### src/rtl/instr_fetch.sv
// rtl/instr_fetch.sv - MIPS instruction-fetch stage: PC, ROM address, IF/ID register, halt FSM
// Redirect beats stall; HALTED is left only through reset.
module instr_fetch #(
   parameter int          AWIDTH   = 10,
   parameter int          DWIDTH   = 32,
   parameter logic [31:0] RESET_PC = 32'h00000000
) (
   input  logic              clk,
   input  logic              rst_n,
   input  logic              stall,
   input  logic              redirect,
   input  logic [31:0]       redirect_pc,
   input  logic              halt_req,
   output logic [AWIDTH-1:0] rom_raddr,
   input  logic [DWIDTH-1:0] rom_rdata,
   output logic              id_valid,
   output logic [DWIDTH-1:0] id_instr,
   output logic [31:0]       id_pc,
   output logic [31:0]       id_pc_plus4,
   output logic              halted,
   output logic [31:0]       fetch_cnt
);

   typedef enum logic {S_RUN = 1'b0, S_HALTED = 1'b1} state_t;

   state_t            r_state;
   state_t            w_state_nxt;
   logic [31:0]       r_pc;
   logic              r_valid;
   logic [DWIDTH-1:0] r_instr;
   logic [31:0]       r_id_pc;
   logic [31:0]       r_id_pc4;
   logic [31:0]       r_cnt;

   logic [31:0]       w_pc_nxt;
   logic [31:0]       w_pc_plus4;
   logic [31:0]       w_redirect_aligned;
   logic              w_valid_nxt;
   logic              w_capture;
   logic [31:0]       w_cnt_nxt;

   assign w_pc_plus4         = r_pc + 32'd4;
   assign w_redirect_aligned = redirect_pc & ~32'h3;

   always_ff @(posedge clk) begin
      if (!rst_n) begin
         r_state <= S_RUN;
      end else begin
         r_state <= w_state_nxt;
      end
   end

   always_comb begin
      w_state_nxt = r_state;
      if (r_state == S_RUN && halt_req) begin
         w_state_nxt = S_HALTED;
      end
   end

   // Datapath controls: halt_req > redirect > stall > normal fetch.
   always_comb begin
      w_pc_nxt    = r_pc;
      w_valid_nxt = r_valid;
      w_capture   = 1'b0;
      w_cnt_nxt   = r_cnt;
      case (r_state)
         S_HALTED: begin
            w_valid_nxt = 1'b0;
         end
         default: begin
            if (halt_req) begin
               w_valid_nxt = 1'b0;
            end else if (redirect) begin
               w_pc_nxt    = w_redirect_aligned;
               w_valid_nxt = 1'b0;
            end else if (!stall) begin
               w_capture   = 1'b1;
               w_pc_nxt    = w_pc_plus4;
               w_valid_nxt = 1'b1;
               if (r_cnt != 32'hFFFFFFFF) begin
                  w_cnt_nxt = r_cnt + 32'd1;
               end
            end
         end
      endcase
   end

   always_ff @(posedge clk) begin
      if (!rst_n) begin
         r_pc     <= RESET_PC;
         r_valid  <= 1'b0;
         r_instr  <= '0;
         r_id_pc  <= 32'h0;
         r_id_pc4 <= 32'h0;
         r_cnt    <= 32'h0;
      end else begin
         r_pc    <= w_pc_nxt;
         r_valid <= w_valid_nxt;
         r_cnt   <= w_cnt_nxt;
         if (w_capture) begin
            r_instr  <= rom_rdata;
            r_id_pc  <= r_pc;
            r_id_pc4 <= w_pc_plus4;
         end
      end
   end

   assign rom_raddr   = r_pc[AWIDTH+1:2];
   assign id_valid    = r_valid;
   assign id_instr    = r_instr;
   assign id_pc       = r_id_pc;
   assign id_pc_plus4 = r_id_pc4;
   assign halted      = (r_state == S_HALTED);
   assign fetch_cnt   = r_cnt;

endmodule
### config.mk
export PLATFORM = sky130hd
export DESIGN_NAME = instr_fetch
export DESIGN_NICKNAME = d
export VERILOG_FILES = /design/src/rtl/instr_fetch.sv
export SDC_FILE = /design/constraint.sdc
export NUM_CORES = 1
export LEC_CHECK = 0
export ABC_AREA = 1
export CORE_ASPECT_RATIO = 0.7
export CORE_MARGIN = 2
export CORE_UTILIZATION = 48
export DETAILED_ROUTE_END_ITERATION = 10
export PLACE_DENSITY = 0.84
export SYNTH_ARGS = -nofsm -noshare
export SYNTH_HDL_FRONTEND = slang
export SYNTH_SLANG_ARGS = --single-unit
### constraint.sdc
create_clock -name clk -period 2.3 [get_ports clk]
set_input_delay 0.345 -clock clk [delete_from_list [all_inputs] [get_ports clk]]
set_output_delay 0.345 -clock clk [all_outputs]
set_load 0.05 [all_outputs]
==> key figures, run 1 <==
STA
  • Final period utilization: between 90 and 100%
  • Slew @ Worst Pin: around 570 ps
  • Fin Setup TNS: 0 ps
  • Final hold vios: 0
  • Max Fclk: 470 MHz
  • Slew margin rel.: between 60 and 70%
  • Endpoints failing setup: 0
  • Fin. max-slew vios: 0
  • Clk_skew: 10.5 ps
  • Period minus WS final: around 2100 ps
  • Unrepaired setup endpoints after global routing: false

Clock network
  • Worst-path clk slew: ~60 ps
  • Post-CTS Setup Inserts: 0
  • Root Driver: clkbuf_16
  • Clock Latency Late Sink: approximately 410 ps
  • Post_cts resized: 0
  • Clk sinks: 156
  • CTS tree: built
  • CTS Buffer Depth: 2
  • H-tree depth: 4
  • CTS Buf Count: 17
  • Hold Buf Count CTS: 0

Synth
  • Synth top area share: around two fifths
  • Library cells used by synthesis: 34
  • #FFs+latches synth: roughly 160
  • Ys async rst share: 0%
  • Area contributors post-synth: dfxtp_1, nand2_1, nor2_1
  • Main flop type after synthesis: dfxtp_1
  • Avg Cell Area, Syn: 6.67 sq um
  • Post-Synth Simple-Gate Area: roughly 30%
  • Synth warnings: 0
  • Largest family of logic cells by synthesized area: simple AND/OR/NAND/NOR gates
  • Synth Area in Compound Gates: between 10% and 20%
  • Area leader, netlist: dfxtp_1
  • Synth Instances: approximately 1100
  • Mux cell area share after synthesis: 0%
  • Post-synth EDFFs: 0
  • Netlist Area Pre-Place: roughly 0.0075 sq mm
  • Post-Synth XOR/XNOR Area: under 10%
  • Seq/Total Area, Yosys: between 40% and 50%
  • Post-Synth Adder-Cell Area: 0.334%

Route
  • Pre-antenna DRT Iters: 5
  • Vias/cell: roughly 5.2
  • ANT nets after route: 0
  • DRC: 0
  • DR vias: between 7000 and 8000
  • Starting DRT DRC Count: approximately 630
  • Final wirelength: 22800 microns
  • WL/cell: 15.1 microns

Worst setup path
  • Crit path max-delay family: buffers and inverters
  • Data required, critical path: 1960 ps
  • Crit path kind: reg2out
  • CP Max Fanout: 6
  • Crit. End Element: output pin
  • CP startpoint kind: flip-flop
  • WP buf/inv: 1
  • Critical Path AT: approximately 1800 ps
  • CP max-delay cell: clkdlybuf4s50_1
  • CP Cell Sequence: clkdlybuf4s50_1
  • CP max stage delay: a little under 900 ps

Finish
  • Synth-to-Final Area Change: 35.9%
  • Final non-filler cell total: about 1500
  • Ant diodes: 0
  • Final #Nets: ~1400
  • Share of layout cells above drive strength 1: between 4 and 5%

GRT
  • Total grt overflow: 0
  • Vias in the first global route: between 7000 and 8000
  • Largest net degree at the start of global routing: approximately 110
  • First-pass GRT wire length: 36200 microns
  • Initial antenna violation count: 1
  • GR Util All Layers: between 20 and 30%

Status
  • Outcome: complete, no violations

Power
  • Psw: roughly 0.0019 W
  • Internal power: about 0.005 W
  • VDD IR max: 0.000539 V
  • P per Cell Area: 676 mW/mm^2
  • Clock group share of total power: a little over two fifths
  • Combinational share of power: between 10 and 15%
  • P_leak: slightly above 4 nW
  • Net Sw Frac: between 20% and 30%
  • Seq pwr share: between 40% and 50%

Placed design
  • Routability cong.: a little under 1
  • Port bufs: just over 200
  • HPWL after DPL: 16600 microns
  • Placed cells: ~1500

Hold path
  • Hold WC Path Type: in2reg

Floorplan
  • Total core area: 0.0154 sq mm
  • Die Wd: 153 microns
  • Initial Utilization: between 40% and 50%
  • Io pins: about 210
  • # rows: 38
  • Die height: between 100 and 150 microns
  • Die area: around 0.017 sq mm

Job
  • MaxCap Viol Count: 0
[synthesized netlist by cell type, types with 3 or more instances]
library cell,instances
a21o_1,5
inv_1,79
clkbuf_1,32
nor2_1,240
xnor2_1,9
o21ai_1,10
buf_6,6
buf_4,16
nor2_4,3
buf_1,3
xor2_1,19
a21oi_1,95
nand4_1,4
o21ai_0,115
nand3_1,40
nand2_1,257
dfxtp_1,156
buf_2,10
nor2_2,5
[metal layers]
layer  wire (microns)  up-vias  share of wire (%)  GRT usage (%)
met3             2590       25                 11           9.62
met2             9830      359                 43           42.2
met1            10100     3571                 44           36.6
met4              291        2                1.3           6.55
met5               13        -              0.057              0
li1                 -     3902                  -              -
[sequential cells by signal (all words and copies together), names as in the netlist]
| register | flops |
|---|---|
| fetch_cnt | 32 |
| id_valid | 1 |
| id_pc | 30 |
| id_pc_plus4 | 30 |
| r_pc | 30 |
| id_instr | 32 |
| halted | 1 |
[stage by stage]
step | hold slack (ps) | total power (W) | util [%] | instance area [sq um] | setup slack (ps)
2_1_floorplan | 454 | 0.00360 | - | 7510 | 238
3_3_place_gp | 478 | 0.00398 | 62.2 | 9580 | 174
3_5_place_dp | 480 | 0.00399 | 62.2 | 9580 | 105
4_1_cts | 400 | 0.00693 | 66.1 | 10200 | 133
5_1_grt | 424 | 0.00712 | 66.2 | 10200 | 80.0
6_report | 422 | 0.00689 | 66.2 | 10200 | 172
[layout make-up]
type / instances / area (sq um)
inverter: 82 / 310
fill: 1320 / 5210
clock buffer: 20 / 447
tap: 200 / 250
clock inverter: 10 / 166
sequential: 156 / 3120
multi-input combinational: 822 / 3710
timing repair buffer: 219 / 2180
[final timing paths]
| kind | from | end | slack [ps] | cells past startpoint |
|---|---|---|---|---|
| worst min register to register | r_pc[31] | id_pc[31] | 490 | 2 |
| worst max-delay path | r_pc[6] | rom_raddr[4] | 170 | 1 |
| worst max register to register | r_pc[2] | r_pc[12] | 180 | 8 |
| worst min-delay path | rst_n | fetch_cnt[19] | 420 | 3 |
[power by group through the flow]
| stage | Clock, W | Sequential, W | Combinational [W] |
|---|---|---|---|
| floorplan | 0 | 0.00321 | 0.000392 |
| global placement | 0 | 0.00297 | 0.00100 |
| detailed placement | 0 | 0.00298 | 0.00101 |
| CTS | 0.00299 | 0.00292 | 0.00102 |
| global route | 0.00310 | 0.00293 | 0.00109 |
| finish | 0.00295 | 0.00292 | 0.00102 |
[tightest hold or removal path, cell delays in order]
cell and delay, ps:
buf_2 110, inv_1 180, nor2_1 150
[logic make-up (layout without fill, tap and decap cells)]
kind of cell / after synthesis / count (layout)
AND/OR/NAND/NOR: 559 / 559
flip-flops: 156 / 156
XOR/XNOR: 28 / 28
other: 1 / 4
AO/OA/AOI/OAI: 229 / 229
adder cells (fa/ha/maj): 2 / 2
buffers and inverters: 149 / 331
[placed cells by master, fill, tap and decap left out, drive strengths merged]
cell type / Yosys / layout
nand2: 261 / 261
nor2: 248 / 248
clkdlybuf4s50: 0 / 201
dfxtp: 156 / 156
o21ai: 125 / 125
a21oi: 96 / 96
inv: 82 / 83
nand3: 40 / 40
clkbuf: 32 / 20
xor2: 19 / 19
buf: 35 / 18
xnor2: 9 / 9
a21o: 5 / 5
nand4: 4 / 4
conb: 1 / 4
bufinv: 0 / 4
clkinv: 0 / 3
a31oi: 2 / 2
nand3b: 2 / 2
ha: 2 / 2
clkinvlp: 0 / 2
nor3: 2 / 2
a2111oi: 1 / 1
or2: 1 / 1
and2: 1 / 1
No activity file was read; power rests on OpenSTA's default activity.
==> inputs of run 2 (changes only) <==
--- a/config.mk
+++ b/config.mk
@@ -6,6 +6,7 @@
 export NUM_CORES = 1
 export LEC_CHECK = 0
 export ABC_AREA = 1
+export CAP_MARGIN = 5
 export CORE_ASPECT_RATIO = 0.7
 export CORE_MARGIN = 2
 export CORE_UTILIZATION = 48
==> results of run 2 <==
Final layout, timing and power as in run 1 (identical DEF).
